[src/rtl/ps2_key_sequencer.sv]
// ps2_key_sequencer: PS/2 scan-code prefix decoder feeding an event FIFO, press counter and held-key tracker.
// Optional KBD_TYPEMATIC_FILTER_EN drops typematic repeats of the held key.
module ps2_key_sequencer #(
  parameter int FIFO_DEPTH = 8
) (
  input  logic       clk,
  input  logic       rst,
  input  logic       byte_valid,
  input  logic [7:0] byte_data,
  output logic       evt_valid,
  input  logic       evt_ready,
  output logic [7:0] evt_code,
  output logic       evt_ext,
  output logic       evt_break,
  output logic [7:0] press_count,
  output logic       held,
  output logic [8:0] held_code,
  output logic       overflow
);
  localparam int AW = $clog2(FIFO_DEPTH);
  typedef enum logic [1:0] {IDLE, EXT, BRK, EXT_BRK} state_t;
  state_t state_q, state_d;
  logic [AW:0] wr_q, rd_q;
  logic [9:0] mem_q [FIFO_DEPTH];
  logic [7:0] count_q;
  logic held_q, ovf_q;
  logic [8:0] held_code_q;
  logic is_e0, is_f0, is_err, go, ext, brk, rep, push, pop, full, empty;
  logic [9:0] head;
  always_comb begin
    is_e0 = byte_data == 8'hE0;
    is_f0 = byte_data == 8'hF0;
    is_err = byte_data == 8'h00 || byte_data == 8'hFF;
    ext = state_q == EXT || state_q == EXT_BRK;
    brk = state_q == BRK || state_q == EXT_BRK;
    go = byte_valid & ~is_e0 & ~is_f0 & ~is_err;
`ifdef KBD_TYPEMATIC_FILTER_EN
    rep = go & ~brk & held_q & ({ext, byte_data} == held_code_q);
`else
    rep = 1'b0;
`endif
    push = go & ~rep;
    empty = wr_q == rd_q;
    full = (wr_q[AW] != rd_q[AW]) && (wr_q[AW-1:0] == rd_q[AW-1:0]);
    pop = ~empty & evt_ready;
    state_d = !byte_valid ? state_q :
              state_q == IDLE ? (is_e0 ? EXT : is_f0 ? BRK : IDLE) :
              state_q == EXT ? (is_f0 ? EXT_BRK : is_e0 ? EXT : IDLE) : IDLE;
    head = empty ? 10'd0 : mem_q[rd_q[AW-1:0]];
  end
  always_ff @(posedge clk) begin
    if (rst) begin
      state_q <= IDLE;
      wr_q <= '0;
      rd_q <= '0;
      count_q <= '0;
      held_q <= 1'b0;
      held_code_q <= '0;
      ovf_q <= 1'b0;
    end else begin
      state_q <= state_d;
      if (pop) rd_q <= rd_q + 1'b1;
      if (push && (!full || pop)) wr_q <= wr_q + 1'b1;
      if (push && full && !pop) ovf_q <= 1'b1;
      if (go && !brk && !rep) begin
        count_q <= count_q + 8'd1;
        held_q <= 1'b1;
        held_code_q <= {ext, byte_data};
      end
      if (go && brk && {ext, byte_data} == held_code_q) held_q <= 1'b0;
    end
  end
  // Storage is never reset; the head is masked to zero while empty.
  always_ff @(posedge clk) begin
    if (!rst && push && (!full || pop)) mem_q[wr_q[AW-1:0]] <= {byte_data, ext, brk};
  end
  assign evt_valid = ~empty;
  assign {evt_code, evt_ext, evt_break} = head;
  assign press_count = count_q;
  assign held = held_q;
  assign held_code = held_code_q;
  assign overflow = ovf_q;
endmodule

[config.mk]
export PLATFORM = sky130hd
export DESIGN_NAME = ps2_key_sequencer
export DESIGN_NICKNAME = d
export VERILOG_FILES = /design/src/rtl/ps2_key_sequencer.sv
export SDC_FILE = /design/constraint.sdc
export NUM_CORES = 1
export LEC_CHECK = 0
export CAP_MARGIN = 10
export CORE_ASPECT_RATIO = 0.8
export CORE_MARGIN = 1.5
export CORE_UTILIZATION = 55
export CTS_CLUSTER_SIZE = 14
export DETAILED_ROUTE_END_ITERATION = 6
export GPL_TIMING_DRIVEN = 0
export PLACE_DENSITY = 0.87
export SYNTH_ARGS = -nofsm -noshare
export SYNTH_HDL_FRONTEND = slang
export SYNTH_SLANG_ARGS = --single-unit
export TNS_END_PERCENT = 50
[constraint.sdc]
create_clock -name clk -period 2.9 [get_ports clk]
set_input_delay 0.435 -clock clk [delete_from_list [all_inputs] [get_ports clk]]
set_output_delay 0.435 -clock clk [all_outputs]
set_load 0.005 [all_outputs]
==> results.md <==
- The flow ran to the end, and the final reports show no timing, DRC or antenna violations.
- Once detail routing completed, the nets flagged for antenna violations numbered 0.
- In the routed design, unresolved DRC markers number 0.
- The register bit total from synthesis is 112.
- TritonCTS built the clock tree.
- Compared with the post-synthesis result, the final layout area differs by 19.2%.
- The number of violations of the max-capacitance limit is 0.
- The first-iteration detailed-routing DRC count is 218.
- Measured against the total synthesized area, the mux share comes to 12.4%.
- The worst-case vdd ir drop is 293 uV.
- By area, the combinational part of the netlist is dominated by multiplexers.
- Setup violations remaining at the end of the flow were counted as 0.
- The number of top-level design ports is 42.
- The number of filler instances in the final layout is 536.
- The root buffer cell is sky130_fd_sc_hd__clkbuf_8.
- For this block, the via count after detailed routing is 2902.
- The worst stage delay on the critical path is 0.77 ns.
- In the post-route analysis, the smallest setup slack over all paths is 0.0954 ns.
- Among all stages on the critical path, the largest delay is contributed by sky130_fd_sc_hd__clkdlybuf4s50_1.
- After detailed routing, the number of vias per cell comes to 5.92.
- The share of synthesized area in the top cell type comes to 52.0%.
- The maximum level of the CTS H-tree is 3.
- The tightest min-delay check is of the flip-flop to flip-flop type.
- The setup skew after layout is 0.00936 ns.
- The final net count is 392.
- The number of antenna diodes in the final layout is 0.
- Sorting the synthesized cells by area gives the leading types as sky130_fd_sc_hd__edfxtp_1 52%, sky130_fd_sc_hd__dfxtp_1 14%, sky130_fd_sc_hd__mux4_2 9.8%.
- The type of destination of the critical path is a flip-flop.
- In this run the critical register-to-register path is captured at mem_q[6][8]$_DFFE_PP_.
- The data arrival at the endpoint of the critical path is 2.83 ns.
- Summed over all layers, the routed wires come to 9580 um.
- Based on the critical path, the design can be clocked at up to 0.357 GHz.
- After synthesis, the share of flip-flops with an asynchronous set or reset is 0%.
- At the end of routability-driven placement, the weighted congestion stood at 0.797.
- The number of buffers added on ports is 40.
- For the worst setup path, the data required time is 2.92 ns.
- The initial antenna violation count came to 0.
- For the final routed database, the setup TNS stands at 0 ns.
- Buffers inserted during clock tree synthesis total 9.
- Net switching is 26.7% of the power.
- The area fraction in compound gates after synthesis is 6.64%.
- The die outline area is 8960 um^2.
- The area fraction in and, or, nand and nor cells after synthesis is 9.05%.
- The setup path with the least slack is of type input port to flip-flop.
- For the pin with the worst max-slew slack, the measured transition is 0.841 ns.
- The biggest fanout along the worst timing path is 12.
- The Yosys step of the flow raised 0 warnings.
- No sink is reached through more buffers than the 2 on the longest clock path.
- The synthesized netlist occupies a cell area of 4620 um^2.
- The number of standard cells in the layout, taps in and fillers out is 490.
- In the layout the commonest cells are 80 x sky130_fd_sc_hd__edfxtp_1, 37 x sky130_fd_sc_hd__clkdlybuf4s50_1, 32 x sky130_fd_sc_hd__dfxtp_1, 23 x sky130_fd_sc_hd__a21oi_1, 20 x sky130_fd_sc_hd__mux4_2.
- Global routing consumed, on the met3 layer, 5.38% of the routing resources.
- The post-detailed-placement half-perimeter wirelength is 6590 um.
- The placement-stage worst setup slack is -0.591 ns.
- Once the floorplan was initialized, standard cells occupied 57.6% of the core.
- The fraction of the yosys area taken by sequential cells is 65.9%.
- The cell count after placement is 471.
- The synthesized netlist net count is 334.
- The start point of the critical path is byte_data[5].
- For this run, the total global-route usage over all layers was measured as 22.4%.
- In this run the vertical extent of the chip is 85.0 um.
- The final worst-path cycle share is 96.7%.
- For this run, the leading register cell type out of synthesis is sky130_fd_sc_hd__edfxtp_1.
- CTS saw 112 sinks.
- Of all cell types, the one taking the most synthesized area is sky130_fd_sc_hd__edfxtp_1.
- The cell count after synthesis is 319.
- For this design, the CTS-stage hold fixing added 0 buffers.
- The hold violation total from the final report was 0.
- The clock input transition at the sequential cells of the worst setup and hold paths is 0.10 ns.
- The number of enable-type register cells in the synthesized netlist is 80.
- For met2 alone, demand over resource in global routing was 39.9%.
- For this design the ratio of total power to cell area is 591 nW/um^2.
- The met1 track demand over resource is 27.5%.
- The depth of the worst register-to-register path is 6.
- The post-route netlist has 18.1% of its cells at a drive strength greater than 1.
- The global route total overflow is 0.
- The synthesized netlist devotes 0.813% of its cell area to adder and majority cells.
- The count of distinct cell types in the synthesized netlist is 40.
- The critical path ends at mem_q[6][8]$_DFFE_PP_.
- In this run the power spent charging and discharging nets is 0.869 mW.
- After Yosys synthesis, XOR and XNOR cells account for 3.04% of the synthesized area.
- Sequential cells account for 54.6% of the total power.
- The floorplan step set the die width to 105 um.
- In this run the mean area of a mapped cell was 14.5 um^2.
- Headroom to the max-slew limit came out at 44.0%.
- Cell internal power was estimated by the tool at 2.38 mW.
- Row generation in the floorplan step produced 29 rows.
- The clock reaches the later pin of the worst-skew pair after 0.38 ns.
- The nature of the critical path startpoint is an input port.
- The wire length per cell after detailed routing is 19.5 um.
- The first-pass GRT wire length is 14900 um.
- The final-report max-slew violation count was 0.
- The first TritonRoute pass finished after 4 iterations.
- The final critical path time including I/O delays and setup is 2.80 ns.
- The relative contribution of the clock network to total power is 28.1%.
- The via count of the first global-routing pass is 3010.
- The startpoint identified for the worst register-to-register timing path is wr_q[0]$_SDFFE_PP0P_.
- The library cell used most frequently in the layout, excluding fill and tap cells, is sky130_fd_sc_hd__edfxtp_1.
- Setup repair after global routing left no endpoint under its margin.
- The global routing's busiest layer is met2.
- Entering global routing, the biggest net connects 22 pins.
- The signal on the critical path passes through clkdlybuf4s50_1 -> nor4_1 -> a21oi_1 -> o21a_1 -> nand4_1 -> nor2_2.
- The leakage power summed over all cells is 1.81 nW.
- The register-to-register setup slack is 0.47 ns.
- Combinational logic burns 17.3% of the power.
- The area of the placeable core is 8020 um^2.
how the worst min path moves through the flow:
stage / from / end / cells after the start / slack, ns
3_5_place_dp: overflow$_SDFFE_PP0P_ / overflow$_SDFFE_PP0P_ / 2 / 0.47
3_3_place_gp: overflow$_SDFFE_PP0P_ / overflow$_SDFFE_PP0P_ / 2 / 0.46
4_1_cts: overflow$_SDFFE_PP0P_ / overflow$_SDFFE_PP0P_ / 2 / 0.49
2_1_floorplan: state_q[1]$_SDFFE_PP0P_ / state_q[1]$_SDFFE_PP0P_ / 2 / 0.46
6_report: overflow$_SDFFE_PP0P_ / overflow$_SDFFE_PP0P_ / 2 / 0.48
5_1_grt: held_code[0]$_SDFFE_PP0P_ / held_code[0]$_SDFFE_PP0P_ / 2 / 0.53
through the flow:
step	utilization (%)	instance area (um^2)	total power, mW	hold WS [ns]
3_5_place_dp	65.0	5210	2.34	0.465
4_1_cts	67.7	5430	3.23	0.490
3_3_place_gp	64.3	5150	2.31	0.460
2_1_floorplan	-	4620	2.11	0.459
6_report	68.7	5510	3.25	0.477
5_1_grt	68.7	5510	3.37	0.526
registers in the layout (all words and copies together) (netlist names), named ones only:
signal       count
state_q          2
held_code        9
mem_q           80
held             1
press_count      8
rd_q             4
wr_q             4
overflow         1
per-layer routing:
metal	vias up	wire, um
met5	-	0
met4	0	115
met3	18	631
met2	112	4840
met1	1439	3980
li1	1333	-
kinds of logic (layout without fill, tap and decap cells):
| family | after synthesis | after routing |
|---|---|---|
| flip-flops | 112 | 112 |
| AO/OA/AOI/OAI | 52 | 52 |
| AND/OR/NAND/NOR | 80 | 80 |
| buffers and inverters | 24 | 87 |
| XOR/XNOR | 16 | 16 |
| multiplexers | 32 | 32 |
| adder cells (fa/ha/maj) | 3 | 3 |
cell type report:
cell class	instances	area (um^2)	share of cell area (%)
plain buffers	19	96.3	1.75
clock buffers	9	124	2.25
clock inverters	7	67.6	1.23
inverters	5	18.8	0.341
multi-input cells	183	1560	28.3
flip-flops and latches	112	3040	55.3
well taps	108	135	2.45
repair buffers	47	460	8.36
synth_stat cells, drive strengths merged (7+ instances only):
master / count
edfxtp: 80
dfxtp: 32
a21oi: 23
nor2: 23
mux4: 20
o21ai: 18
nand2: 17
mux2i: 12
clkbuf: 11
xor2: 10
buf: 8
or3: 7
power groups by stage:
stage / logic (mW) / clock network [mW] / registers (mW)
after floorplan: 0.303 / 0 / 1.81
after global placement: 0.501 / 0 / 1.81
after detailed placement: 0.527 / 0 / 1.81
after CTS: 0.537 / 0.914 / 1.78
after global routing: 0.612 / 0.973 / 1.78
final: 0.561 / 0.915 / 1.78
worst max-delay path, delay by kind of cell:
kind                   cells  cell delay [ns]
buffers and inverters      1             0.77
AOI/OAI and AO/OA          2             0.48
and+or+nand+nor            3             1.13
what timing repair did:
action / 4_1_cts / 5_1_grt
cloned: 0 / 0
setup endpoints to repair: 70 / 91
resized for setup: 7 / 15
pin swaps: 0 / 4
setup buffers: 0 / 3
Power figures use the tool's default switching activity.
